--- src/rtl/ppbuffer_ctrl_if.sv ---
// Bundle of the producer, memory and downstream signals around the ping-pong
// buffer sequencer. The master side is the sequencer; the slave side is the
// environment: producer, ping-pong memory and downstream consumer.
//
// Handshake rule for both streams (in_* and out_*): a bit moves on a rising
// edge where valid and ready are both high. The sender keeps valid and data
// stable until that edge, and valid never waits on ready.
interface ppbuffer_ctrl_if #(
    parameter int ADDR_W = 9
);
    logic              in_valid;
    logic              in_data;
    logic              in_ready;
    logic              mem_wren;
    logic              mem_wrbank;
    logic [ADDR_W-1:0] mem_wraddress;
    logic              mem_wrdata;
    logic              mem_rden;
    logic              mem_rdbank;
    logic [ADDR_W-1:0] mem_rdaddress;
    logic              mem_q;
    logic              out_valid;
    logic              out_data;
    logic              out_last;
    logic              out_ready;

    modport master (
        input  in_valid, in_data, mem_q, out_ready,
        output in_ready, mem_wren, mem_wrbank, mem_wraddress, mem_wrdata,
               mem_rden, mem_rdbank, mem_rdaddress, out_valid, out_data, out_last
    );

    modport slave (
        output in_valid, in_data, mem_q, out_ready,
        input  in_ready, mem_wren, mem_wrbank, mem_wraddress, mem_wrdata,
               mem_rden, mem_rdbank, mem_rdaddress, out_valid, out_data, out_last
    );
endinterface

--- src/rtl/ppbuffer_ctrl.sv ---
// Sequencer for a bit-serial ping-pong buffer. It writes incoming bits into
// one bank while the other bank is streamed out in address order. One full
// flag per bank tells whether that bank holds a complete, unread block.
module ppbuffer_ctrl #(
    parameter int BLOCK_SIZE = 192,
    parameter int ADDR_W     = 9
) (
    input  logic                  clk,
    input  logic                  resetN,
    ppbuffer_ctrl_if.master       bus,
    output logic [0:0]            o_dbg_rd_state
);
    localparam logic [0:0] S_IDLE = 1'b0;
    localparam logic [0:0] S_READ = 1'b1;
    localparam logic [ADDR_W-1:0] LAST_ADDR = ADDR_W'(BLOCK_SIZE - 1);

    logic              r_wr_bank;
    logic [ADDR_W-1:0] r_wr_addr;
    logic              r_rd_bank;
    logic [ADDR_W-1:0] r_rd_addr;
    logic [1:0]        r_full;
    logic [0:0]        r_state;
    logic              r_out_valid;
    logic              r_out_last;

    logic              w_in_ready;
    logic              w_wren;
    logic              w_rden;
    logic              w_wr_wrap;
    logic              w_rd_wrap;
    logic [1:0]        w_set;
    logic [1:0]        w_clr;

    // The writer may fill its bank only while that bank is not waiting to be read.
    assign w_in_ready = ~r_full[r_wr_bank];
    assign w_wren     = bus.in_valid & w_in_ready;
    assign w_wr_wrap  = w_wren & (r_wr_addr == LAST_ADDR);

    // Reading is driven straight from the full flag so the first read issues in
    // the same cycle the flag rises; the FSM state is the registered view of it.
    assign w_rden     = r_full[r_rd_bank] & (~r_out_valid | bus.out_ready);
    assign w_rd_wrap  = w_rden & (r_rd_addr == LAST_ADDR);

    // A set and a clear in one cycle always target different banks.
    assign w_set = w_wr_wrap ? (2'b01 << r_wr_bank) : 2'b00;
    assign w_clr = w_rd_wrap ? (2'b01 << r_rd_bank) : 2'b00;

    assign bus.in_ready      = w_in_ready;
    assign bus.mem_wren      = w_wren;
    assign bus.mem_wrbank    = r_wr_bank;
    assign bus.mem_wraddress = r_wr_addr;
    assign bus.mem_wrdata    = bus.in_data;
    assign bus.mem_rden      = w_rden;
    assign bus.mem_rdbank    = r_rd_bank;
    assign bus.mem_rdaddress = r_rd_addr;
    assign bus.out_valid     = r_out_valid;
    assign bus.out_data      = bus.mem_q;
    assign bus.out_last      = r_out_last;
    assign o_dbg_rd_state    = r_state;

    // Write address and bank advance on every accepted bit, toggling bank at block end.
    always_ff @(posedge clk) begin
        if (!resetN) begin
            r_wr_bank <= 1'b0;
            r_wr_addr <= '0;
        end else if (w_wren) begin
            if (w_wr_wrap) begin
                r_wr_addr <= '0;
                r_wr_bank <= ~r_wr_bank;
            end else begin
                r_wr_addr <= r_wr_addr + 1'b1;
            end
        end
    end

    // Full flags: the writer marks a finished bank, the reader releases a drained one.
    always_ff @(posedge clk) begin
        if (!resetN) begin
            r_full <= 2'b00;
        end else begin
            r_full <= (r_full | w_set) & ~w_clr;
        end
    end

    // Read address and bank advance on every memory read, toggling bank at block end.
    always_ff @(posedge clk) begin
        if (!resetN) begin
            r_rd_bank <= 1'b0;
            r_rd_addr <= '0;
        end else if (w_rden) begin
            if (w_rd_wrap) begin
                r_rd_addr <= '0;
                r_rd_bank <= ~r_rd_bank;
            end else begin
                r_rd_addr <= r_rd_addr + 1'b1;
            end
        end
    end

    // Reader FSM: READ while a complete block is being drained, IDLE otherwise.
    always_ff @(posedge clk) begin
        if (!resetN) begin
            r_state <= S_IDLE;
        end else begin
            case (r_state)
                S_IDLE: begin
                    if (r_full[r_rd_bank]) r_state <= S_READ;
                end
                S_READ: begin
                    if (w_rd_wrap) begin
                        r_state <= (r_full[~r_rd_bank] | w_set[~r_rd_bank]) ? S_READ : S_IDLE;
                    end
                end
                default: r_state <= S_IDLE;
            endcase
        end
    end

    // Output stage: valid follows each memory read by one cycle; a stall keeps
    // rden low so the memory output register (and out_data) holds its bit.
    always_ff @(posedge clk) begin
        if (!resetN) begin
            r_out_valid <= 1'b0;
            r_out_last  <= 1'b0;
        end else if (w_rden) begin
            r_out_valid <= 1'b1;
            r_out_last  <= (r_rd_addr == LAST_ADDR);
        end else if (bus.out_ready) begin
            r_out_valid <= 1'b0;
            r_out_last  <= 1'b0;
        end
    end
endmodule

--- src/flat_wrapper.sv ---
// flat-port wrapper written by rule: the top's interface ports become plain ports
module ppbuffer_ctrl_flat 
#(
    parameter int BLOCK_SIZE = 192,
    parameter int ADDR_W     = 9
)
  (clk, resetN, o_dbg_rd_state, bus_in_valid, bus_in_data, bus_mem_q, bus_out_ready, bus_in_ready, bus_mem_wren, bus_mem_wrbank, bus_mem_wraddress, bus_mem_wrdata, bus_mem_rden, bus_mem_rdbank, bus_mem_rdaddress, bus_out_valid, bus_out_data, bus_out_last);
  ppbuffer_ctrl_if #(.ADDR_W(ADDR_W)) bus_i ();
  input  logic clk;
  input  logic resetN;
  output logic [0:0] o_dbg_rd_state;
  input wire logic [$bits(bus_i.in_valid)-1:0] bus_in_valid;
  input wire logic [$bits(bus_i.in_data)-1:0] bus_in_data;
  input wire logic [$bits(bus_i.mem_q)-1:0] bus_mem_q;
  input wire logic [$bits(bus_i.out_ready)-1:0] bus_out_ready;
  output wire logic [$bits(bus_i.in_ready)-1:0] bus_in_ready;
  output wire logic [$bits(bus_i.mem_wren)-1:0] bus_mem_wren;
  output wire logic [$bits(bus_i.mem_wrbank)-1:0] bus_mem_wrbank;
  output wire logic [$bits(bus_i.mem_wraddress)-1:0] bus_mem_wraddress;
  output wire logic [$bits(bus_i.mem_wrdata)-1:0] bus_mem_wrdata;
  output wire logic [$bits(bus_i.mem_rden)-1:0] bus_mem_rden;
  output wire logic [$bits(bus_i.mem_rdbank)-1:0] bus_mem_rdbank;
  output wire logic [$bits(bus_i.mem_rdaddress)-1:0] bus_mem_rdaddress;
  output wire logic [$bits(bus_i.out_valid)-1:0] bus_out_valid;
  output wire logic [$bits(bus_i.out_data)-1:0] bus_out_data;
  output wire logic [$bits(bus_i.out_last)-1:0] bus_out_last;
  assign bus_i.in_valid = bus_in_valid;
  assign bus_i.in_data = bus_in_data;
  assign bus_i.mem_q = bus_mem_q;
  assign bus_i.out_ready = bus_out_ready;
  assign bus_in_ready = bus_i.in_ready;
  assign bus_mem_wren = bus_i.mem_wren;
  assign bus_mem_wrbank = bus_i.mem_wrbank;
  assign bus_mem_wraddress = bus_i.mem_wraddress;
  assign bus_mem_wrdata = bus_i.mem_wrdata;
  assign bus_mem_rden = bus_i.mem_rden;
  assign bus_mem_rdbank = bus_i.mem_rdbank;
  assign bus_mem_rdaddress = bus_i.mem_rdaddress;
  assign bus_out_valid = bus_i.out_valid;
  assign bus_out_data = bus_i.out_data;
  assign bus_out_last = bus_i.out_last;
  ppbuffer_ctrl #(.BLOCK_SIZE(BLOCK_SIZE), .ADDR_W(ADDR_W)) u_core (.clk(clk), .resetN(resetN), .bus(bus_i), .o_dbg_rd_state(o_dbg_rd_state));
endmodule
--- config.mk ---
export PLATFORM = sky130hd
export DESIGN_NAME = ppbuffer_ctrl_flat
export DESIGN_NICKNAME = d
export VERILOG_FILES = /design/src/rtl/ppbuffer_ctrl_if.sv /design/src/rtl/ppbuffer_ctrl.sv /design/src/flat_wrapper.sv
export SDC_FILE = /design/constraint.sdc
export NUM_CORES = 1
export LEC_CHECK = 0
export CAP_MARGIN = 30
export CORE_MARGIN = 8
export CORE_UTILIZATION = 38
export DETAILED_ROUTE_END_ITERATION = 10
export PLACE_DENSITY = 0.71
export SYNTH_ARGS = -nofsm -noshare
export SYNTH_HDL_FRONTEND = slang
export SYNTH_SLANG_ARGS = --single-unit
export TNS_END_PERCENT = 5
--- constraint.sdc ---
create_clock -name clk -period 1.76 [get_ports clk]
set_input_delay 0.264 -clock clk [delete_from_list [all_inputs] [get_ports clk]]
set_output_delay 0.264 -clock clk [all_outputs]
set_load 0.1 [all_outputs]
==> results of run 1 <==
[critical path, stage by stage, from the launching register on]
cell and delay (ns):
dfxtp_4 0.37, mux2_4 0.33, inv_6 0.10, nand2_4 0.07, clkinvlp_4 0.08, buf_12 0.16
[flip-flops by register name (all words and copies together), names as in the netlist]
name                      flops
u_core.bus.mem_rdaddress      9
u_core.bus.mem_wraddress      9
u_core.r_full                 2
u_core.bus.mem_rdbank         1
u_core.bus.mem_wrbank         1
u_core.bus.out_last           1
u_core.bus.out_valid          1
u_core.o_dbg_rd_state         1
[timing repair]
action	CTS	global route
endpoints found under the setup margin	2	4
pin swaps	0	1
resized for setup	2	3
buffers inserted	2	0
hold endpoints to repair	0	0
[worst max path at each step]
stage | to | from | depth (start not counted) | slack [ns]
global placement | u_core.bus.mem_rdaddress[7] | bus_out_ready | 5 | 0.07
global route | bus_mem_wren | u_core.bus.mem_wrbank | 5 | -0.005
detailed placement | u_core.o_dbg_rd_state | bus_in_valid | 5 | 0.006
finish | bus_mem_wren | u_core.bus.mem_wrbank | 5 | 0.06
CTS | bus_mem_wren | u_core.bus.mem_wrbank | 5 | 0.02
floorplan | bus_mem_wren | u_core.bus.mem_wrbank | 4 | -0.16
[area by class of cell]
class / count / area (um^2)
Multi-Input combinational cell: 101 / 706
Tap cell: 44 / 55.1
Timing Repair Buffer: 37 / 586
Clock buffer: 4 / 26.3
Fill cell: 251 / 1140
Sequential cell: 25 / 527
Inverter: 7 / 37.5
[cell usage in the layout, fill, tap and decap left out, types with 2 or more instances in the layout]
cell type / synthesis / final
nand2_1: 9 / 8
xor2_1: 6 / 6
dfxtp_4: 0 / 2
nand4_1: 3 / 3
inv_1: 5 / 4
nand3_1: 7 / 7
dfxtp_1: 25 / 8
nor3_1: 2 / 2
nor4_1: 4 / 3
xnor2_1: 7 / 7
o211ai_1: 2 / 2
nand2_4: 1 / 2
buf_12: 0 / 24
and4_1: 2 / 2
o21ai_1: 3 / 3
dfxtp_2: 0 / 15
clkbuf_4: 0 / 3
or3_1: 3 / 3
a21oi_1: 6 / 6
and2_1: 2 / 2
buf_4: 2 / 10
nor2_1: 18 / 18
ha_1: 2 / 2
mux2_4: 2 / 2
clkdlybuf4s50_1: 0 / 3
[power by group]
group / leakage [nW] / internal, mW / switching (mW)
combinational: 0.463 / 0.0331 / 0.0578
clock: 0.0150 / 0.0887 / 0.171
sequential: 0.211 / 0.567 / 0.00601
total: 0.688 / 0.688 / 0.235
[per-layer routing]
| metal | vias to the layer above | track usage |
|---|---|---|
| met1 | 520 | 0.136 |
| met5 | - | 0 |
| met2 | 38 | 0.210 |
| met4 | 0 | 0.0356 |
| met3 | 4 | 0.0508 |
| li1 | 559 | - |
[logic make-up (layout without fill, tap and decap cells)]
group | after synthesis | count (layout) | synth area share
AOI/OAI and AO/OA | 20 | 20 | 0.107
xor gates and xnor gates | 13 | 13 | 0.0920
adders and majority gates | 2 | 2 | 0.0202
buffers and inverters | 10 | 48 | 0.0364
DFF | 25 | 25 | 0.404
muxes | 3 | 3 | 0.0324
and+or+nand+nor | 63 | 63 | 0.307
==> metrics.md, run 1 <==
| Metric | Value |
|---|---|
| Metal2 WL | 1.49 mm |
| Post-route insts no fill | 218 |
| Die Y | 73.1 um |
| Crit. End Element | primary output |
| CTS sink count | 25 |
| Fmax | 0.589 GHz |
| Total track usage | 0.123 |
| Yosys top cell by area | dfxtp_1 |
| Top FF cell, synth | dfxtp_1 |
| Hold path depth | 2 |
| Worst hold path class | reg -> reg |
| Post-Syn Area | 1240 um^2 |
| First-pass GRT wire length | 5.33 mm |
| Layout Utilization | 0.629 |
| Max-cap violation count | 0 |
| FF-to-FF path depth | 5 |
| # setup viols final | 0 |
| Synth cell count leaders | dfxtp_1, nor2_1, nand2_1, nand3_1, xnor2_1 |
| Asr flop ratio synth | 0 |
| Total wire length | 3.18 mm |
| Router iterations before antenna repair | 4 |
| Row count | 20 |
| Largest fanout on the critical path | 7 |
| Launching point of the worst reg2reg path | u_core.bus.mem_wrbank |
| Hold_sp | u_core.bus.mem_rdaddress[1] |
| Root Driver | clkbuf_4 |
| Worst EP required | 1.50 ns |
| Setup ws final | 0.0609 ns |
| DRC | 0 |
| Core area | 3080 um^2 |
| Largest net degree at the start of global routing | 16 |
| Die span in x | 73.1 um |
| Detail Route Antenna Nets | 0 |
| Routed length on met1 | 1.39 mm |
| Mapped Cells | 136 |
| Library cells used by synthesis | 44 |
| Reg2Reg Capture Point | u_core.bus.mem_wraddress[6] |
| Diodes inserted | 0 |
| Slew HR | 0.661 |
| Worst Skew | 0.00489 ns |
| Peak VDD IR | 0.200 mV |
| CTS tree | yes |
| Place WS | 0.00617 ns |
| Unrepaired setup endpoints after global routing | yes |
| Clk Latency, worst-skew pair | 0.32 ns |
| Design area | 1940 um^2 |
| Placed cell count | 212 |
| Run status | complete, no violations |
| Clock Pin Slew Worst Setup and Hold Paths | 0.14 ns |
| Syn-to-layout area delta | 56.5% |
| Top post-synthesis cells by area | dfxtp_1, nor2_1, xnor2_1 |
| Share of post-route cells with drive strength above 1 | 0.385 |
| Nets@finish | 183 |
| Sequential-to-total area share from yosys stat | 0.404 |
| CP Launch Type | flip-flop |
| Port-buffer cells | 29 |
| Worst Path Arrival | 1.44 ns |
| Clock Path Buffers | 2 |
| Power Total | 923 uW |
| DIE AREA | 5340 um^2 |
| Antenna violations before repair | 0 |
| Measured slew at the worst slew-check pin | 0.507 ns |
| Synthesized flop and latch total | 25 |
| Syn_nets | 144 |
| Vias in the first global route | 1,169 |
| TNS Setup | 0 ns |
| Grt total ovfl | 0 |
| Final Cycle Share | 0.965 |
| Post-DP Area | 1880 um^2 |
| WL met3 | 266 um |
| Post-DP HPWL | 2.41 mm |
| Vias per Instance | 5.14 |
| Top sig layer | met4 |
| Hold path endpoint | u_core.bus.mem_rdaddress[1] |
| Placer Congestion | 0.764 |
| Ys Warns | 0 |
| Post-synth top area share | 0.404 |
| Min Clock Period, post-route | 1.70 ns |
| Hold_buf cts | 0 |
| CTS H-tree depth | 1 |
| Crit Path Class | reg -> out |
| DR vias | 1,121 |
| Initial DRC Count | 49 |
| Reg2reg setup slack | 0.13 ns |
| Hold_ws | 0.505 ns |
| Syn avg cell area | 9.10 um^2 |
| Final hold vios | 0 |
| TritonCTS Buffers | 3 |
| DR WL/cell | 14.6 um |
| Post-synth EDFFs | 0 |
| # IOs | 34 |
| Most frequent cell after synthesis | dfxtp_1 |
| Pwr Density | 477 nW/um^2 |
| Slew Viols, Final | 0 |
| Leak Pwr | 0.688 nW |
| Initial Utilization | 0.402 |
(Power assumes the default switching activity.)
==> run 2, diff against run 1 <==
CTS_CLUSTER_SIZE = 24   (was default)
==> results of run 2 <==
Same layout as run 1: the final DEF is identical, and so are final timing and power.
==> run 3, diff against run 2 <==
HOLD_SLACK_MARGIN = 0.12   (was default)
==> results of run 3 <==
Same layout as run 1: the final DEF is identical, and so are final timing and power.
